## src/rtl/rr_stream_mux_if.sv

```systemverilog
// Stream bundle between NCH producers, the rr_stream_mux and one consumer.
// RR_STREAM_MUX_LOCK_EN adds the in_last/out_last packet-boundary signals.
interface rr_stream_mux_if #(
   parameter int unsigned WIDTH = 32,
   parameter int unsigned NCH   = 4,
   parameter int unsigned SELW  = $clog2(NCH)
);
   logic                   mode;
   logic [SELW-1:0]        sel;
   logic [NCH-1:0]         in_valid;
   logic [NCH*WIDTH-1:0]   in_data;
   logic [NCH-1:0]         in_ready;
   logic                   out_valid;
   logic [WIDTH-1:0]       out_data;
   logic [SELW-1:0]        out_chan;
   logic                   out_ready;
`ifdef RR_STREAM_MUX_LOCK_EN
   logic [NCH-1:0]         in_last;
   logic                   out_last;

   modport master (
      output mode, sel, in_valid, in_data, in_last, out_ready,
      input  in_ready, out_valid, out_data, out_chan, out_last
   );
   modport slave (
      input  mode, sel, in_valid, in_data, in_last, out_ready,
      output in_ready, out_valid, out_data, out_chan, out_last
   );
`else
   modport master (
      output mode, sel, in_valid, in_data, out_ready,
      input  in_ready, out_valid, out_data, out_chan
   );
   modport slave (
      input  mode, sel, in_valid, in_data, out_ready,
      output in_ready, out_valid, out_data, out_chan
   );
`endif
endinterface

```

## src/rtl/rr_stream_mux.sv

```systemverilog
// N-channel valid/ready stream mux, explicit select or round-robin, one-deep output register.
// Optional packet lock (hold grant until in_last) enabled by RR_STREAM_MUX_LOCK_EN.
module rr_stream_mux #(
   parameter int unsigned WIDTH = 32,
   parameter int unsigned NCH   = 4,
   parameter int unsigned SELW  = $clog2(NCH)
) (
   input  logic           clk,
   input  logic           rst,
   rr_stream_mux_if.slave bus
);
   logic [SELW-1:0] rr_ptr;
   logic [SELW-1:0] scan_idx;
   logic [SELW-1:0] gnt_idx;
   logic            gnt_vld;
   logic            load_en;
   logic            take;
   logic            xfer;
   logic            rr_adv;

`ifdef RR_STREAM_MUX_LOCK_EN
   typedef enum logic {ST_FREE, ST_LOCKED} lock_state_e;
   lock_state_e     state, state_next;
   logic [SELW-1:0] lock_chan, lock_chan_next;
`endif

   // Grant selection: explicit index, locked channel, or first valid from rr_ptr
   always_comb begin
      gnt_vld  = 1'b0;
      gnt_idx  = '0;
      scan_idx = '0;
      if (!bus.mode) begin
         gnt_vld = (32'(bus.sel) < NCH);
         gnt_idx = bus.sel;
      end
`ifdef RR_STREAM_MUX_LOCK_EN
      else if (state == ST_LOCKED) begin
         gnt_vld = bus.in_valid[lock_chan];
         gnt_idx = lock_chan;
      end
`endif
      else begin
         for (int unsigned k = 0; k < NCH; k++) begin
            scan_idx = SELW'((32'(rr_ptr) + k) % NCH);
            if (!gnt_vld && bus.in_valid[scan_idx]) begin
               gnt_vld = 1'b1;
               gnt_idx = scan_idx;
            end
         end
      end
   end

   // Reset gates ready so nothing is accepted while the register is being cleared
   assign load_en      = !bus.out_valid || bus.out_ready;
   assign take         = gnt_vld && load_en && !rst;
   assign bus.in_ready = take ? (NCH'(1) << gnt_idx) : '0;
   assign xfer         = take && bus.in_valid[gnt_idx];
`ifdef RR_STREAM_MUX_LOCK_EN
   assign rr_adv       = xfer && bus.mode && bus.in_last[gnt_idx];
`else
   assign rr_adv       = xfer && bus.mode;
`endif

   // Output register and round-robin pointer
   always_ff @(posedge clk) begin
      if (rst) begin
         bus.out_valid <= 1'b0;
         bus.out_data  <= '0;
         bus.out_chan  <= '0;
         rr_ptr        <= '0;
`ifdef RR_STREAM_MUX_LOCK_EN
         bus.out_last  <= 1'b0;
`endif
      end else begin
         if (xfer) begin
            bus.out_valid <= 1'b1;
            bus.out_data  <= bus.in_data[gnt_idx*WIDTH +: WIDTH];
            bus.out_chan  <= gnt_idx;
`ifdef RR_STREAM_MUX_LOCK_EN
            bus.out_last  <= bus.in_last[gnt_idx];
`endif
         end else if (bus.out_ready) begin
            bus.out_valid <= 1'b0;
         end
         if (rr_adv) begin
            rr_ptr <= (32'(gnt_idx) == NCH - 1) ? '0 : SELW'(gnt_idx + 1'b1);
         end
      end
   end

`ifdef RR_STREAM_MUX_LOCK_EN
   always_ff @(posedge clk) begin
      if (rst) begin
         state     <= ST_FREE;
         lock_chan <= '0;
      end else begin
         state     <= state_next;
         lock_chan <= lock_chan_next;
      end
   end

   // Lock opens on a non-last round-robin beat and closes on the last one
   always_comb begin
      state_next     = state;
      lock_chan_next = lock_chan;
      if (xfer && bus.mode) begin
         if (bus.in_last[gnt_idx]) begin
            state_next = ST_FREE;
         end else begin
            state_next     = ST_LOCKED;
            lock_chan_next = gnt_idx;
         end
      end
   end
`endif
endmodule

```

## src/flat_wrapper.sv

```systemverilog
// flat-port wrapper written by rule: the top's interface ports become plain ports
module rr_stream_mux_flat 
#(
   parameter int unsigned WIDTH = 32,
   parameter int unsigned NCH   = 4,
   parameter int unsigned SELW  = $clog2(NCH)
)
  (clk, rst, bus_mode, bus_sel, bus_in_valid, bus_in_data, bus_out_ready, bus_in_ready, bus_out_valid, bus_out_data, bus_out_chan);
  rr_stream_mux_if #(.WIDTH(WIDTH), .NCH(NCH), .SELW(SELW)) bus_i ();
  input  logic clk;
  input  logic rst;
  input wire logic [$bits(bus_i.mode)-1:0] bus_mode;
  input wire logic [$bits(bus_i.sel)-1:0] bus_sel;
  input wire logic [$bits(bus_i.in_valid)-1:0] bus_in_valid;
  input wire logic [$bits(bus_i.in_data)-1:0] bus_in_data;
  input wire logic [$bits(bus_i.out_ready)-1:0] bus_out_ready;
  output wire logic [$bits(bus_i.in_ready)-1:0] bus_in_ready;
  output wire logic [$bits(bus_i.out_valid)-1:0] bus_out_valid;
  output wire logic [$bits(bus_i.out_data)-1:0] bus_out_data;
  output wire logic [$bits(bus_i.out_chan)-1:0] bus_out_chan;
  assign bus_i.mode = bus_mode;
  assign bus_i.sel = bus_sel;
  assign bus_i.in_valid = bus_in_valid;
  assign bus_i.in_data = bus_in_data;
  assign bus_i.out_ready = bus_out_ready;
  assign bus_in_ready = bus_i.in_ready;
  assign bus_out_valid = bus_i.out_valid;
  assign bus_out_data = bus_i.out_data;
  assign bus_out_chan = bus_i.out_chan;
  rr_stream_mux #(.WIDTH(WIDTH), .NCH(NCH), .SELW(SELW)) u_core (.clk(clk), .rst(rst), .bus(bus_i));
endmodule
```

## config.mk

```make
export PLATFORM = sky130hd
export DESIGN_NAME = rr_stream_mux_flat
export DESIGN_NICKNAME = d
export VERILOG_FILES = /design/src/rtl/rr_stream_mux_if.sv /design/src/rtl/rr_stream_mux.sv /design/src/flat_wrapper.sv
export SDC_FILE = /design/constraint.sdc
export NUM_CORES = 1
export LEC_CHECK = 0
export BUFFER_PORTS_ARGS = -buffer_cell sky130_fd_sc_hd__buf_2
export CAP_MARGIN = 20
export CELL_PAD_IN_SITES_DETAIL_PLACEMENT = 0
export CELL_PAD_IN_SITES_GLOBAL_PLACEMENT = 1
export CORE_ASPECT_RATIO = 0.6
export CORE_MARGIN = 2
export CORE_UTILIZATION = 25
export CTS_BUF_LIST = sky130_fd_sc_hd__clkbuf_8
export DETAILED_ROUTE_END_ITERATION = 10
export PLACE_DENSITY = 0.62
export SLEW_MARGIN = 20
export SYNTH_ARGS = -nofsm -noshare
export SYNTH_HDL_FRONTEND = slang
export SYNTH_SLANG_ARGS = --single-unit
```

## constraint.sdc

```tcl
create_clock -name clk -period 3.9 [get_ports clk]
set_input_delay 0.975 -clock clk [delete_from_list [all_inputs] [get_ports clk]]
set_output_delay 0.975 -clock clk [all_outputs]
set_load 0.01 [all_outputs]
```

Yosys cells after proc, flatten, opt, wreduce, memory -nomap -nowiden
Index checks and enable logic that the tools add are counted.
{ "word_totals": {"elab_cells": 57, "regBits": 37} }
{ "op_classes": {"add_sub_neg": 4, "muxes": 27, "n_reduce_logical": 14, "eq_ne": 1, "shifts": 2, "order_cmp": 5} }
{ "op_table": {"columns": ["cell", "n"], "rows": [
  ["$shiftx 128x8->32", 1],
  ["$lt 2x3->1 const B", 5],
  ["$mux 1", 15],
  ["$mux 2", 6],
  ["$bmux 1 s2", 5],
  ["$logic_and 1x1->1", 7],
  ["$logic_not 1->1", 5],
  ["$add 2x1->2 const B", 2],
  ["$add 2x2->2 const B", 2],
  ["$mux 4", 1],
  ["$shl 1x2->4 const A", 1],
  ["$eq 2x2->1 const B", 1],
  ["$reduce_bool 2->1", 1],
  ["$logic_or 1x1->1", 1]
]} }

Longest topological paths before layout
{ "logic_depth": {"depth_word": 20, "depth_mapped": 11, "mapped_depth_nobuf": 8} }

Worst setup path before layout
Ideal clock, no wire load.
{ "synth_path": {"path_type": "in2out", "start": "input bus_in_valid[0]", "end": "output bus_in_ready[2]", "cell_stages": 10, "slack_ns": 0.314, "n_path_buf": 3, "t_arrival_ns": 2.611, "path_cell_list": "buf_6 -> nor2_1 -> a21oi_1 -> a211oi_1 -> buf_2 -> buf_2 -> nor2_1 -> inv_1 -> ha_1 -> and2_1"} }
{ "synth_via": {"elab_chain_cells": 19, "word_cells_on_any_way": 31, "classes_between": "1 x shift; 22 x mux; 8 x reduce/logical"} }
{ "synth_lines": {"columns": ["item", "line", "rtl"], "rows": [
  ["start, declared", "flat_wrapper.sv:14", "input wire logic [$bits(bus_i.in_valid)-1:0] bus_in_valid;"],
  ["$bmux 1 s2", "rr_stream_mux.sv:45", "if (!gnt_vld && bus.in_valid[scan_idx]) begin"],
  ["$mux 1 (implied by the code)", "rr_stream_mux.sv:45", null],
  ["$mux 1", "rr_stream_mux.sv:45", null],
  ["$mux 1", "rr_stream_mux.sv:32", "if (!bus.mode) begin"],
  ["$logic_not 1->1", "rr_stream_mux.sv:45", null],
  ["$logic_and 1x1->1", "rr_stream_mux.sv:45", null],
  ["$mux 1", "rr_stream_mux.sv:45", null],
  ["$mux 1", "rr_stream_mux.sv:32", null],
  ["[... 2 more ...]", null, null],
  ["$mux 1", "rr_stream_mux.sv:45", null],
  ["$mux 1", "rr_stream_mux.sv:32", null],
  ["$logic_not 1->1", "rr_stream_mux.sv:45", null],
  ["$logic_and 1x1->1", "rr_stream_mux.sv:45", null],
  ["$mux 1", "rr_stream_mux.sv:45", null],
  ["$mux 1", "rr_stream_mux.sv:32", null],
  ["$logic_and 1x1->1 (2 in series)", "rr_stream_mux.sv:55", "assign take = gnt_vld && load_en && !rst;"],
  ["$mux 4 (*)", "rr_stream_mux.sv:56", "assign bus.in_ready = take ? (NCH'(1) << gnt_idx) : '0;"],
  ["end, declared", "flat_wrapper.sv:17", "output wire logic [$bits(bus_i.in_ready)-1:0] bus_in_ready;"]
]} }
Mark *: on every way between the ends. The rest lies on a longest branch, timed or not. The select of a mux whose other input is x is not followed.

Final worst setup path
{ "layout_path": {"start": "input bus_in_valid[3]", "end": "output bus_in_ready[3]"} }
The elaborated chain is that of the path after synthesis.

==> metrics <==
outcome completed; post-CTS setup buffers 0; crit start category input port; Final period util 95.65%; Via Count 4679; Buffers on Ports 176; critical-path maximum fanout 11; Pre-antenna DRT Iters 4; FFs w/ async S/R, synth 0%; die area 0.01750 mm^2; CP endpoint kind output pin; grt total ovfl 0; Peak VDD IR 0.07974 mV; number of synthesized register bits 37; sequential area share after synthesis 18.04%; CTS Hold Bufs 0; Peak Freq 0.2681 GHz; clock sink count 37; 1st-iter DRT viols 383; post-CTS sizing 0; Leakage 0.002039 uW; Crit path required time 2.92 ns; number of synthesis warnings 0; Synth Net Count 607; Yosys top cell by area dfxtp_1; prevailing post-synth register cell dfxtp_1; pre-CTS setup slack 0.2011 ns; Worst-Margin Slew 0.7537 ns; FILL cells 1732; WL per Instance 20.42 um; initial antenna violation count 2; count of cell types in the netlist 55; first-pass GRT wire length 25350 um; Area after DPL 0.005116 mm^2; count leader, synth a21oi_1; Vias/cell 5.727; GP Congestion 0.9138; initial core utilization 25.39%; total wire length 16690 um; htree depth 2; post-synthesis cell count 467; final-report max-slew violation count 0; core footprint 0.01617 mm^2; nets@finish 748; worst relative slew slack 49.75%; total power 1442 uW; hold crit path type reg2reg; area delta synth->final 26.69%; minimum clock period 3.731 ns; Area contributors post-synth dfxtp_1 18%, o31ai_2 8.8%, mux2_2 8.8%; GRT Overall Usage 18.44%; drt drc 0; RSZ-0062 raised after global routing no; Util after Layout 32.17%; Max clock buf depth 2; # diodes 0; clock latency on the worst-skew pair 0.29 ns; vias in the first global route 4626; Setup CP Type in2out; CTS tree yes; number of enable flip-flop cells after synthesis 0; max_cap viols 0; power per cell area 277.1 mW/mm^2; Syn Area/Cell 8.793 um^2; Clock Tree Root clkbuf_8; TNS Setup 0 ns; post-route cell area 0.005202 mm^2; Vert. Die Dim 103.3 um; Post-Syn Area 0.004106 mm^2; io pins 177; largest net degree at the start of global routing 65; total area of sequential cells 740.7 um^2; TritonCTS Buffers 5; Final setup viols 0; row count 36; Synth top area share 18.04%; dpl hpwl 11700 um; commonest cells in the netlist 39 x a21oi_1, 38 x nor2b_1, 37 x dfxtp_1; Final WS setup 0.1695 ns; Die W 169.5 um; multi-input logic area 0.003067 mm^2; layout cells sized above 1 46.05%; clock transition at the registers of the reported paths 0.08 ns; Setup Skew 0.005040 ns; post-route ant nets 0; Hold Violations, Final 0; Worst EP arrival 2.76 ns
## final timing paths
kind,from,end,slack [ns],depth (start not counted)
worst max-delay path,bus_in_valid[3],bus_in_ready[3],0.17,9
worst min-delay path,u_core.bus.out_chan[0],u_core.bus.out_chan[0],0.50,2
worst min register to register,u_core.bus.out_chan[0],u_core.bus.out_chan[0],0.50,2
worst max register to register,u_core.rr_ptr[0],u_core.bus.out_data[25],1.26,8
## layout by cell type (no fill, tap or decap), types with 6 or more instances in the layout
master / n
o21ai_0: 32
a221o_1: 32
dfxtp_1: 37
buf_4: 17
o31ai_2: 29
clkbuf_8: 6
a21oi_1: 39
buf_2: 175
nand4b_1: 33
nand2_1: 7
a221oi_1: 32
mux2_2: 32
nor2_1: 10
a211oi_1: 32
nor2b_1: 38
## sequential cells by signal, summed over array words and instances (netlist names)
name / cells
u_core.bus.out_data: 32
u_core.bus.out_valid: 1
u_core.bus.out_chan: 2
u_core.rr_ptr: 2
## final cells by class
| class | count | area share, % |
|---|---|---|
| Multi-Input combinational cell | 366 | 58.95 |
| Timing Repair Buffer | 193 | 19.67 |
| Sequential cell | 37 | 14.24 |
| Tap cell | 209 | 5.026 |
| Clock buffer | 6 | 1.587 |
| Inverter | 5 | 0.4570 |
| Clock inverter | 1 | 0.07215 |
## through the flow
stage,hold WS (ns),instances
floorplan,0.5102,467
global placement,0.4826,810
detailed placement,0.4877,810
CTS,0.5172,817
global route,0.5452,817
finish,0.5045,817
## cell families (layout without fill, tap and decap cells)
| kind of cell | count (synthesis) | count (layout) | share of synthesized area [%] |
|---|---|---|---|
| AO/OA/AOI/OAI | 220 | 220 | 45.58 |
| AND/OR/NAND/NOR | 112 | 112 | 19.35 |
| multiplexers | 32 | 32 | 8.775 |
| buffers and inverters | 64 | 205 | 7.648 |
| adder cells (fa/ha/maj) | 2 | 2 | 0.6093 |
| flip-flops | 37 | 37 | 18.04 |
## metal layers
layer,routed length (um),track usage [%],vias up
met5,13,0,-
met3,1469,5.175,8
met2,7316,30.36,205
met4,56,2.630,2
met1,7830,24.79,2275
li1,-,-,2189
## critical path: stages
cell and delay, ns:
buf_2 0.17, or2_1 0.28, o211ai_1 0.47, a211oi_4 0.12
nor2_1 0.20, inv_1 0.09, ha_1 0.18, and2_1 0.13
buf_2 0.13
## report_power, final
group          switching [uW]  leakage [uW]  internal (uW)  total [uW]
clock                     146     0.0000485            138         284
combinational             385       0.00169            294         680
sequential               41.3      0.000305            436         478
total                     573       0.00204            869        1440
(Power assumes the default switching activity.)
